`src/rtl/csa_seq_pkg.sv`:
```
// Shared types and constants for the carry-select chunk sequencer.
package csa_seq_pkg;

    typedef enum logic [1:0] {
        StIdle,
        StRun,
        StDone
    } seq_state_e;

    localparam int unsigned DEF_CHUNK_W = 4;
    localparam int unsigned DEF_NCHUNKS = 4;

    function automatic int unsigned idx_width(input int unsigned nchunks);
        return (nchunks <= 2) ? 1 : $clog2(nchunks);
    endfunction

endpackage

```
`src/rtl/csa_chunk_sequencer.sv`:
```
// Feeds a wide add through an external CHUNK_W-bit carry-select core, LSB chunk first.
// Optional signed-overflow output enabled by defining CSA_SEQ_OVF_EN.
module csa_chunk_sequencer
    import csa_seq_pkg::*;
#(
    parameter int unsigned  CHUNK_W = DEF_CHUNK_W,
    parameter int unsigned  NCHUNKS = DEF_NCHUNKS,
    localparam int unsigned TOTAL_W = CHUNK_W * NCHUNKS
) (
    input  logic               clk,
    input  logic               rst_n,
    input  logic               in_valid,
    output logic               in_ready,
    input  logic [TOTAL_W-1:0] in_a,
    input  logic [TOTAL_W-1:0] in_b,
    input  logic               in_cin,
    output logic [CHUNK_W-1:0] add_a,
    output logic [CHUNK_W-1:0] add_b,
    output logic               add_cin,
    input  logic [CHUNK_W-1:0] add_sum,
    input  logic               add_cout,
    output logic               out_valid,
    input  logic               out_ready,
    output logic [TOTAL_W-1:0] out_sum,
    output logic               out_cout
`ifdef CSA_SEQ_OVF_EN
    ,
    output logic               out_ovf
`endif
);

    localparam int unsigned IDX_W = idx_width(NCHUNKS);
    localparam logic [IDX_W-1:0] LAST_IDX = IDX_W'(NCHUNKS - 1);

    seq_state_e         state_q;
    logic [TOTAL_W-1:0] a_q;
    logic [TOTAL_W-1:0] b_q;
    logic               carry_q;
    logic [IDX_W-1:0]   idx_q;
    logic [TOTAL_W-1:0] sum_q;
    logic               cout_q;
    logic               in_ready_q;
    logic               out_valid_q;
`ifdef CSA_SEQ_OVF_EN
    logic               ovf_q;
    logic               msb_cin;

    // Carry into the MSB is recovered from the MSB sum bit of the last chunk.
    assign msb_cin = add_a[CHUNK_W-1] ^ add_b[CHUNK_W-1] ^ add_sum[CHUNK_W-1];
    assign out_ovf = ovf_q;
`endif

    always_ff @(posedge clk or negedge rst_n) begin
        if (!rst_n) begin
            state_q     <= StIdle;
            a_q         <= '0;
            b_q         <= '0;
            carry_q     <= 1'b0;
            idx_q       <= '0;
            sum_q       <= '0;
            cout_q      <= 1'b0;
            in_ready_q  <= 1'b1;
            out_valid_q <= 1'b0;
`ifdef CSA_SEQ_OVF_EN
            ovf_q       <= 1'b0;
`endif
        end else begin
            unique case (state_q)
                StIdle: begin
                    if (in_valid) begin
                        a_q        <= in_a;
                        b_q        <= in_b;
                        carry_q    <= in_cin;
                        idx_q      <= '0;
                        in_ready_q <= 1'b0;
                        state_q    <= StRun;
                    end
                end
                StRun: begin
                    sum_q[idx_q*CHUNK_W +: CHUNK_W] <= add_sum;
                    carry_q <= add_cout;
                    a_q     <= a_q >> CHUNK_W;
                    b_q     <= b_q >> CHUNK_W;
                    if (idx_q == LAST_IDX) begin
                        cout_q      <= add_cout;
                        out_valid_q <= 1'b1;
                        state_q     <= StDone;
`ifdef CSA_SEQ_OVF_EN
                        ovf_q       <= msb_cin ^ add_cout;
`endif
                    end else begin
                        idx_q <= idx_q + 1'b1;
                    end
                end
                StDone: begin
                    if (out_ready) begin
                        out_valid_q <= 1'b0;
                        in_ready_q  <= 1'b1;
                        state_q     <= StIdle;
                    end
                end
                default: state_q <= StIdle;
            endcase
        end
    end

    assign in_ready  = in_ready_q;
    assign out_valid = out_valid_q;
    assign out_sum   = sum_q;
    assign out_cout  = cout_q;
    assign add_a     = (state_q == StRun) ? a_q[CHUNK_W-1:0] : '0;
    assign add_b     = (state_q == StRun) ? b_q[CHUNK_W-1:0] : '0;
    assign add_cin   = (state_q == StRun) ? carry_q : 1'b0;

endmodule

```
`config.mk`:
```
export PLATFORM = sky130hd
export DESIGN_NAME = csa_chunk_sequencer
export DESIGN_NICKNAME = d
export VERILOG_FILES = /design/src/rtl/csa_seq_pkg.sv /design/src/rtl/csa_chunk_sequencer.sv
export SDC_FILE = /design/constraint.sdc
export NUM_CORES = 1
export LEC_CHECK = 0
export ABC_AREA = 0
export CAP_MARGIN = 25
export CORE_MARGIN = 2
export CORE_UTILIZATION = 40
export CTS_BUF_LIST = sky130_fd_sc_hd__clkbuf_8
export DETAILED_ROUTE_END_ITERATION = 8
export GPL_TIMING_DRIVEN = 0
export HOLD_SLACK_MARGIN = 0.05
export PLACE_DENSITY = 0.68
export REMOVE_ABC_BUFFERS = 1
export SYNTH_ARGS = -nofsm -noshare
export SYNTH_HDL_FRONTEND = slang
export SYNTH_SLANG_ARGS = --single-unit
```
`constraint.sdc`:
```
create_clock -name clk -period 4.2 [get_ports clk]
set_clock_uncertainty 0.1 [all_clocks]
set_input_delay 0.84 -clock clk [delete_from_list [all_inputs] [get_ports clk]]
set_output_delay 0.84 -clock clk [all_outputs]
set_load 0.02 [all_outputs]
```
After elaboration in Yosys (flattened, before gate mapping). Cells that the tools add are included.

Bits of input ports: 42. Memory bits (read-only): 0. Word-level logic and storage cells: 53. Memories: 0. Register bits: 56. Bits in latches: 0. RAM bits: 0. Output and inout bits: 28.

Mux-type cells: 23. Eq/ne operators: 7. Reductions and logical operators: 10. $mul: 0. Bitwise gates (word level): 0. Shift-type cells: 2. $lt $le $gt $ge: 0. Divide/modulo/power cells: 0. Add/subtract/negate cells: 2.

Operators with widths (number): case mux 16 bit (2 select lines) (2); negator 4 -> 34 bit (1); variable shift 4 x 34 -> 16 bit (first input constant) (1); variable part select 4 x 34 -> 16 bit (1); two-way mux 16 bit (2); bitwise mux 16 bit (1); AND reduction 3 bit (4); two-way mux 2 bit (5); two-way mux 4 bit (2); inequality test 2 bit (second input constant) (4); two-way mux 1 bit (6); case mux 1 bit (2 select lines) (3); case mux 2 bit (3 select lines) (1); nonzero test 2 bit (3); equality test 2 bit (second input constant) (2); case mux 2 bit (2 select lines) (1); AND reduction 2 bit (2); adder 2 x 1 -> 2 bit (second input constant) (1); equality test 2 x 1 -> 1 bit (second input constant) (1); zero test 2 bit (1).

Logic depth before layout (Yosys ltp). Gate-level depths: netlist (run 1).

Word-level depth: 3. Mapped depth: 6. Depth with buffers taken out: 5.

Least setup slack after synthesis (run 1). OpenSTA, ideal clock, no wires.

Kind: flip-flop to output port. From: register state_q[1]. To: output add_a[0]. Arrival time: 1088 ps. Path slack: 2172 ps. Cell stages (with the launch flop): 5. Path through: dfrtp_1 -> buf_2 -> nor2_1 -> clkbuf_1 -> and2_1.

Longest elaborated chain between the ends: 2.

Ends and longest elaborated chain: from (decl) (line csa_chunk_sequencer.sv:35) `seq_state_e state_q;`; from (signal assigned) (line csa_chunk_sequencer.sv:55) `state_q <= StIdle;`; from (signal assigned) (line csa_chunk_sequencer.sv:76) `state_q <= StRun;`; from (signal assigned) (line csa_chunk_sequencer.sv:87) `state_q <= StDone;`; equality test 2 x 1 -> 1 bit (line csa_chunk_sequencer.sv:111) `assign add_a = (state_q == StRun) ? a_q[CHUNK_W-1:0] : '0;`; two-way mux 4 bit (line csa_chunk_sequencer.sv:111); to (decl) (line csa_chunk_sequencer.sv:17) `output logic [CHUNK_W-1:0] add_a,`.

Every way passes these cells.

Worst setup path after layout (run 1).
From: register state_q[0]. To: output add_a[3].

Same word-level chain as after synthesis.

==> reports/metrics.yaml, run 1 <==
route:
  avgViaCountPerCell: 5.25
  drc: 0
  drt_iter0_drc: 122
  via_count: 2068
  routed_wl_mm: 5.78
  ant_nets: 0
  avgRoutedWirePerCell_um: 14.7
  firstDrtPassIters: 4
power_and_ir_drop:
  power_mw: 2.45
  leakagePower_nw: 1.38
  p_clk_share_pct: 14.2
  p_sw_uw: 968
  p_int_mw: 1.49
  swShare_pct: 39.5
  p_seq_share_pct: 37.8
  p_comb_share_pct: 48.0
  power_density_nw_per_um2: 726
  irDropWorstVdd_v: 0.000306
clock_tree:
  post_cts.repair.setup_buffers: 0
  cts.reportedPaths.clkPinSlew_ps: 100
  cts_inserted_buffers: 5
  insertion_delay_ps: 310
  htreeDepth: 2
  clock_path_buffers: 2
  cts_tree: "built"
  ctsHoldBuffers: 0
  cts-resized-gates: 0
  clock_sinks: 56
  cts_root_buffer: "clkbuf_8"
die:
  initial_core_util_pct: 40.8
  fp.dieW_um: 84.0
  pin_count: 70
  dieArea_um2: 7060
  core-area_um2: 6280
  die_h_um: 84.0
  fp-row-count: 29
logic_synthesis:
  synth_cell_types: 32
  syn_area_um2: 2560
  synth-edff-count: 0
  synthArstFlopShare_pct: 100
  synthTopCellsByCount: "55 x dfrtp_1, 27 x nand2_1, 26 x nor2_1"
  synthTopCellsByArea: "dfrtp_1 54%, o22ai_1 5.1%, a21oi_1 4.7%, o21ai_0 4.1%, nand2_1 4.0%"
  yosys.area.top_type: "dfrtp_1"
  ys_warn_count: 0
  yosys.area.top_type_share_pct: 53.7
  ys_ff_latch: 56
  synthFlopType: "dfrtp_1"
  synth-seq-area-share_pct: 54.7
  yosysMostFrequentCell: "dfrtp_1"
  postSynthCellCount: 256
  syn_area_per_cell_um2: 10.0
cells_and_area:
  synthToLayoutAreaGrowth_pct: 31.9
  stdcell_area_um2: 3380
  fillerInstances: 589
  nNetsFinal: 363
  fin_cells: 394
  drive_above_1_share_pct: 7.26
  insertedDiodeCount: 0
sta:
  finalCritPeriodShare_pct: 90.3
  max_freq_mhz: 264
  finalHoldViolCount: 0
  fin_crit_ps: 3790
  maxSlewHeadroom_pct: 32.8
  worst_slack_ps: 408
  rsz0062_at_grt: "no"
  finalSetupTns_ps: 0
  setup_violations: 0
  tightestPinTransition_ps: 1010
  slew_viol_final: 0
setup_path:
  critPathKind: "reg2out"
  critPathRequiredTime_ps: 3260
  cp_max_fo: 25
  critPathArrivalTime_ps: 2850
  end_kind: "output pin"
  cp-start-kind: "flop"
grt:
  grt_pass1_wl_mm: 9.78
  grt_usage_pct: 17.1
  antenna_found_initial: 0
  grt_max_degree: 40
  grt_pass1_vias: 1966
  grt_remaining_overflow: 0
placed_design:
  preCtsSetupSlack_ps: 709
  port-buffer-count: 69
  dp.final_hpwl_mm: 4.09
  place_inst: 386
  gp_congestion: 0.766
  postPlaceCellArea_um2: 3270
outcome:
  status: "complete, no violations"
hold_path:
  hold_path_class: "in2async"
run:
  maxCapViolations: 0
## final cells by class
class / count / area [um2] / share of cell area, %
timing repair buffer: 70 / 706 / 20.9
inverter: 5 / 18.8 / 0.555
tap: 77 / 96.3 / 2.85
multi-input combinational: 178 / 1050 / 30.9
clock buffer: 5 / 68.8 / 2.04
sequential: 56 / 1400 / 41.5
clock inverter: 3 / 42.5 / 1.26
## registers in the layout, summed over array words and instances, names as in the netlist
| register | flops |
|---|---|
| carry_q | 1 |
| a_q | 16 |
| out_valid | 1 |
| out_cout | 1 |
| idx_q | 2 |
| in_ready | 1 |
| out_sum | 16 |
| b_q | 16 |
| state_q | 2 |
## metal layers
layer  global-route usage (%)  share of wire [%]  vias to the layer above
met1                     22.7                 45                      976
met5                        0                  0                        -
li1                         -                  -                     1033
met2                     28.4                 50                       53
met3                     3.36                4.0                        6
met4                     5.28                1.4                        0
## stage by stage
step                hold slack, ps  util (%)
finish                         351      53.9
global route                   365      53.9
CTS                            358      53.9
detailed placement             370      52.1
global placement               360      51.8
floorplan                      366         -
## power groups by stage
stage	combinational [mW]	sequential (mW)	clock [mW]
5_1_grt	1.30	0.966	0.377
2_1_floorplan	0.695	0.964	0
6_report	1.18	0.928	0.349
3_3_place_gp	1.17	0.928	0
3_5_place_dp	1.19	0.941	0
4_1_cts	1.19	0.929	0.360
## final timing paths
kind                                  from         end  slack, ps  cells after the start
worst min register to register  out_sum[9]  out_sum[9]        390                      2
min in group clk                out_sum[9]  out_sum[9]        390                      2
worst max-delay path            state_q[0]    add_a[3]        410                      4
worst max register to register  state_q[0]     carry_q       2030                      2
max in group asynchronous            rst_n    in_ready       3050                      2
worst min-delay path                 rst_n  out_sum[6]        350                      1
## cells by family (layout without fill, tap and decap cells)
logic type	Yosys count	after routing	share of synthesized area, %
mux	1	1	0.439
compound gates	84	84	20.6
simple gates	88	88	17.3
buf+inv	22	83	4.44
flops	56	56	54.7
fa+ha+maj	5	5	2.44
## layout by cell type (no fill, tap or decap)
master	Yosys	final
buf_12	0	1
nor3b_1	1	1
dfstp_2	1	1
nand3b_2	2	2
nand2_1	27	27
ha_1	5	5
and2_1	9	9
dfrtp_1	55	55
clkinv_2	0	1
clkinvlp_4	0	1
buf_2	7	1
a22o_1	3	3
inv_1	3	3
inv_2	2	2
a32o_1	3	3
nand3b_1	8	8
a21oi_1	24	24
nor3_1	1	1
o31ai_1	4	4
nand3_1	5	5
o21ba_1	1	1
clkdlybuf4s50_1	0	68
bufinv_16	0	1
o221a_2	6	6
or3_1	1	1
a22oi_1	1	1
o21ai_0	21	21
nor2b_1	2	2
clkbuf_8	0	5
nor4bb_1	1	1
mux2_2	1	1
nor2_1	26	26
o22ai_1	21	21
nand2b_1	4	4
nor4b_2	1	1
## critical path, stage by stage, from the launching register on
cell	delay (ps)
dfrtp_1	750
inv_2	360
nor2_1	570
and2_1	240
clkdlybuf4s50_1	610
(Power assumes the default switching activity.)
==> inputs of run 2 (changes only) <==
Settings changed: CAP_MARGIN 25 to unset, CORE_UTILIZATION 40 to 45, DONT_BUFFER_PORTS set to 1, PLACE_DENSITY 0.68 to 0.6.
==> reports/metrics.yaml, run 2 (synthesized netlist as in run 1, its figures left out) <==
outcome:
  status: "complete, no violations"  # unchanged
clock_tree:
  clock_sinks: 56  # unchanged
  ctsHoldBuffers: 0  # unchanged
  post_cts.repair.setup_buffers: 0  # unchanged
  clock_path_buffers: 2  # unchanged
  htreeDepth: 2  # unchanged
  cts.reportedPaths.clkPinSlew_ps: 100  # about the same
  insertion_delay_ps: 310  # about the same
  cts_inserted_buffers: 5  # unchanged
  cts_tree: "built"  # unchanged
  cts-resized-gates: 0  # unchanged
  cts_root_buffer: "clkbuf_8"  # unchanged
grt:
  grt_remaining_overflow: 0  # unchanged
  grt_max_degree: 57  # was 40
  grt_pass1_wl_mm: 8.80  # was 9.78 mm
  grt_usage_pct: 17.9  # was 17.1%
  antenna_found_initial: 0  # unchanged
  grt_pass1_vias: 1831  # was 1966
setup_path:
  critPathRequiredTime_ps: 3260  # about the same
  cp_max_fo: 25  # unchanged
  critPathArrivalTime_ps: 2370  # was 2850 ps
  cp-start-kind: "flop"  # unchanged
  critPathKind: "reg2out"  # unchanged
  end_kind: "output pin"  # unchanged
placed_design:
  gp_congestion: 0.689  # was 0.766
  dp.final_hpwl_mm: 3.66  # was 4.09 mm
  place_inst: 311  # was 386
  port-buffer-count: 0  # was 69
  preCtsSetupSlack_ps: 1160  # was 709 ps
sta:
  maxSlewHeadroom_pct: 31.4  # was 32.8%
  tightestPinTransition_ps: 1030  # was 1010 ps
  finalCritPeriodShare_pct: 78.9  # was 90.3%
  setup_violations: 0  # unchanged
  slew_viol_final: 0  # unchanged
  max_freq_mhz: 302  # was 264 MHz
  rsz0062_at_grt: "no"  # unchanged
  finalSetupTns_ps: 0  # unchanged
  hold_ws_ps: 115  # was 351 ps
  finalHoldViolCount: 0  # unchanged
  fin_crit_ps: 3310  # was 3790 ps
  worst_slack_ps: 886  # was 408 ps
cells_and_area:
  fin_util_pct: 48.4  # was 53.9%
  mostFrequentLayoutCell: "dfrtp_1"  # was clkdlybuf4s50_1
  synthToLayoutAreaGrowth_pct: 4.00  # was 31.9%
  final_cell_mix: "55 x dfrtp_1, 27 x nand2_1, 26 x nor2_1"  # was 68 x clkdlybuf4s50_1, 55 x dfrtp_1, 27 x nand2_1
  nNetsFinal: 293  # was 363
  insertedDiodeCount: 0  # unchanged
  fillerInstances: 510  # was 589
  fin_cells: 319  # was 394
  drive_above_1_share_pct: 8.10  # was 7.26%
route:
  avgRoutedWirePerCell_um: 17.4  # was 14.7 um
  drt_iter0_drc: 119  # was 122
  firstDrtPassIters: 4  # unchanged
  avgViaCountPerCell: 5.81  # was 5.25
  drc: 0  # unchanged
  via_count: 1854  # was 2068
  ant_nets: 0  # unchanged
  routed_wl_mm: 5.55  # was 5.78 mm
die:
  dieArea_um2: 6310  # was 7060 um2
  fp-row-count: 27  # was 29
  die_h_um: 79.5  # was 84.0 um
  fp.dieW_um: 79.5  # was 84.0 um
  initial_core_util_pct: 46.5  # was 40.8%
  pin_count: 70  # unchanged
  core-area_um2: 5510  # was 6280 um2
power_and_ir_drop:
  p_seq_share_pct: 45.9  # was 37.8%
  p_comb_share_pct: 38.2  # was 48.0%
  leakagePower_nw: 1.11  # was 1.38 nW
  power_density_nw_per_um2: 819  # was 726 nW/um2
  swShare_pct: 42.1  # was 39.5%
  irDropWorstVdd_v: 0.000328  # was 0.000306 V
  p_clk_share_pct: 15.8  # was 14.2%
  p_int_mw: 1.27  # was 1.49 mW
  p_sw_uw: 918  # was 968 uW
run:
  maxCapViolations: 0  # unchanged
hold_path:
  hold_path_class: "in2async"  # unchanged
run 2: layer usage:
| layer | share of wire, % | wire length, um | up-vias | global-route usage, % |
|---|---|---|---|---|
| met5 | 0 | 0 | - | 0 |
| met4 | 1.6 | 91 | 0 | 6.21 |
| met3 | 7.5 | 414 | 8 | 7.01 |
| met2 | 49 | 2700 | 56 | 29.7 |
| met1 | 42 | 2340 | 902 | 21.1 |
| li1 | - | - | 888 | - |
run 2: critical path, cell delays in order, from the launching register on:
cell and delay, ps:
dfrtp_1 740, inv_2 360, nor2_1 580, and2_1 380
run 2: stage by stage:
step	total power [mW]	instance area, um2
floorplan	1.66	2470
global placement	1.84	2560
detailed placement	1.86	2560
CTS	2.21	2670
global route	2.35	2670
finish	2.18	2670
run 2: path summary, 6_finish.rpt:
path | start | end | slack, ps | cells past startpoint
worst min-delay path | rst_n | a_q[1] | 110 | 0
worst max-delay path | state_q[0] | add_a[0] | 890 | 3
worst max register to register | state_q[0] | a_q[11] | 2030 | 2
min in group clk | b_q[15] | b_q[15] | 400 | 1
worst min register to register | b_q[15] | b_q[15] | 400 | 1
max in group asynchronous | rst_n | in_ready | 3700 | 0
run 2: power groups by stage:
stage	Combinational (mW)	Clock, mW	Sequential, mW
2_1_floorplan	0.695	0	0.964
3_3_place_gp	0.828	0	1.01
3_5_place_dp	0.841	0	1.02
4_1_cts	0.845	0.360	1.01
5_1_grt	0.936	0.373	1.04
6_report	0.835	0.346	1.00
run 2: cell type report:
type                    count  area (um2)  share of cell area, %
flip-flops and latches     56        1400                   52.6
multi-input cells         178        1050                   39.2
well taps                  72        90.1                   3.38
clock buffers               5        68.8                   2.58
clock inverters             3        38.8                   1.46
inverters                   5        18.8                  0.704
==> inputs of run 3 (changes only) <==
Settings changed: PLACE_DENSITY 0.6 to 0.62.
Clock period 4.2 ns to 2.8 ns, I/O delays scaled along.
==> reports/metrics.yaml, run 3 (synthesized netlist as in run 1, its figures left out) <==
outcome:
  status: "complete, no violations"  # unchanged
grt:
  grt_pass1_vias: 1815  # was 1831
  grt_max_degree: 57  # unchanged
  antenna_found_initial: 0  # unchanged
  grt_remaining_overflow: 0  # unchanged
  grt_usage_pct: 18.6  # was 17.9%
  grt_pass1_wl_mm: 9.16  # was 8.80 mm
run:
  maxCapViolations: 0  # unchanged
hold_path:
  hold_path_class: "in2reg"  # was in2async
  hp-start: "in_a[15]"
setup_path:
  r2r_start: "state_q[1]"  # was state_q[0]
  cp_max_fo: 25  # unchanged
  cp-start-kind: "flop"  # unchanged
  critPathKind: "reg2out"  # unchanged
  end_kind: "output pin"  # unchanged
  worst_r2r_endpoint: "a_q[11]"  # unchanged
  worstRegToRegCells: 2  # unchanged
  r2r_setup_slack_ps: 620  # was 2030 ps
  crit_start: "state_q[0]"  # unchanged
  critPathArrivalTime_ps: 1830  # was 2370 ps
  critPathRequiredTime_ps: 2140  # was 3260 ps
  endpoint: "add_a[1]"  # was add_a[0]
sta:
  finalCritPeriodShare_pct: 89.1
  fin_crit_ps: 2490
  finalSetupTns_ps: 0  # unchanged
  hold_ws_ps: 267  # was 115 ps
  slew_viol_final: 0  # unchanged
  max_freq_mhz: 401
  tightestPinTransition_ps: 1050  # was 1030 ps
  setup_violations: 0  # unchanged
  finalHoldViolCount: 0  # unchanged
  rsz0062_at_grt: "no"  # unchanged
  maxSlewHeadroom_pct: 29.7  # was 31.4%
die:
  initial_core_util_pct: 46.5  # unchanged
  pin_count: 70  # unchanged
  dieArea_um2: 6310  # unchanged
  core-area_um2: 5510  # unchanged
  die_h_um: 79.5  # unchanged
  fp-row-count: 27  # unchanged
  fp.dieW_um: 79.5  # unchanged
cells_and_area:
  fin_cells: 321  # was 319
  synthToLayoutAreaGrowth_pct: 5.42  # was 4.00%
  ff_latch_area_um2: 1400  # about the same
  insertedDiodeCount: 0  # unchanged
  stdcell_area_um2: 2700  # was 2670 um2
  final_cell_mix: "54 x dfrtp_1, 27 x nand2_1, 25 x nor2_1"  # was 55 x dfrtp_1, 27 x nand2_1, 26 x nor2_1
  multiInputGateArea_um2: 1050  # about the same
  nNetsFinal: 295  # was 293
  mostFrequentLayoutCell: "dfrtp_1"  # unchanged
  fillerInstances: 546  # was 510
  drive_above_1_share_pct: 9.64  # was 8.10%
clock_tree:
  cts_tree: "built"  # unchanged
  cts_root_buffer: "clkbuf_8"  # unchanged
  cts_inserted_buffers: 5  # unchanged
  htreeDepth: 2  # unchanged
  insertion_delay_ps: 310  # about the same
  clock_sinks: 56  # unchanged
  cts.reportedPaths.clkPinSlew_ps: 100  # about the same
  post_cts.repair.setup_buffers: 0  # unchanged
  clock_path_buffers: 2  # unchanged
power_and_ir_drop:
  power_density_nw_per_um2: 1210  # was 819 nW/um2
  leakagePower_nw: 1.11  # about the same
  irDropWorstVdd_v: 0.000592  # was 0.000328 V
placed_design:
  postPlaceCellArea_um2: 2560  # unchanged
  gp_congestion: 0.691  # was 0.689
  dp.final_hpwl_mm: 3.62  # was 3.66 mm
  port-buffer-count: 0  # unchanged
  place_inst: 311  # unchanged
route:
  drt_iter0_drc: 52  # was 119
  avgRoutedWirePerCell_um: 17.4  # about the same
  drc: 0  # unchanged
  avgViaCountPerCell: 5.85  # was 5.81
  routed_wl_mm: 5.60  # was 5.55 mm
  firstDrtPassIters: 4  # unchanged
  ant_nets: 0  # unchanged
  via_count: 1879  # was 1854
==> run 3: critical path, stage by stage (launching register included) <==
cell,delay [ps]
dfrtp_2,600
inv_2,290
nor2_4,300
and2_1,330
==> run 3: layout make-up <==
cell class	instances	area share (%)
Sequential cell	56	52.0
Multi-Input combinational cell	178	39.0
Tap cell	72	3.33
Clock buffer	6	3.06
Timing Repair Buffer	2	1.39
Inverter	5	0.695
Clock inverter	2	0.556
==> run 3: layer usage <==
metal	GRT usage, %	wire length, um	share of wire, %	up-vias
met4	6.55	97	1.7	0
li1	-	-	-	897
met2	29.1	2610	47	62
met5	0	0	0	-
met1	23.8	2490	44	912
met3	6.56	401	7.2	8
==> run 3: report_power, final <==
part,switching [mW],internal [mW],total [mW]
combinational,0.789,0.503,1.29
clock,0.266,0.201,0.467
sequential,0.366,1.14,1.51
==> run 3: metrics by stage <==
step | utilization [%] | setup slack, ps | power (mW)
6_report | 49.1 | 305 | 3.27
5_1_grt | 49.1 | 150 | 3.53
4_1_cts | 49.0 | 117 | 3.30
3_5_place_dp | 46.4 | -17.0 | 2.79
3_3_place_gp | 46.4 | 2.12 | 2.75
2_1_floorplan | - | 726 | 2.49
==> run 3: how the worst min path moves through the flow <==
stage | depth (start not counted) | to | slack (ps)
finish | 2 | a_q[15] | 270
global placement | 0 | out_sum[14] | 170
floorplan | 0 | a_q[0] | 160
global route | 1 | b_q[12] | 250
CTS | 2 | a_q[12] | 260
detailed placement | 0 | out_sum[6] | 170
==> run 3: repair_timing <==
action                                  4_1_cts  5_1_grt
endpoints found under the setup margin        9        1
endpoints found under the hold margin        56        0
hold buffers                                  2        0
resized for setup                             2        1
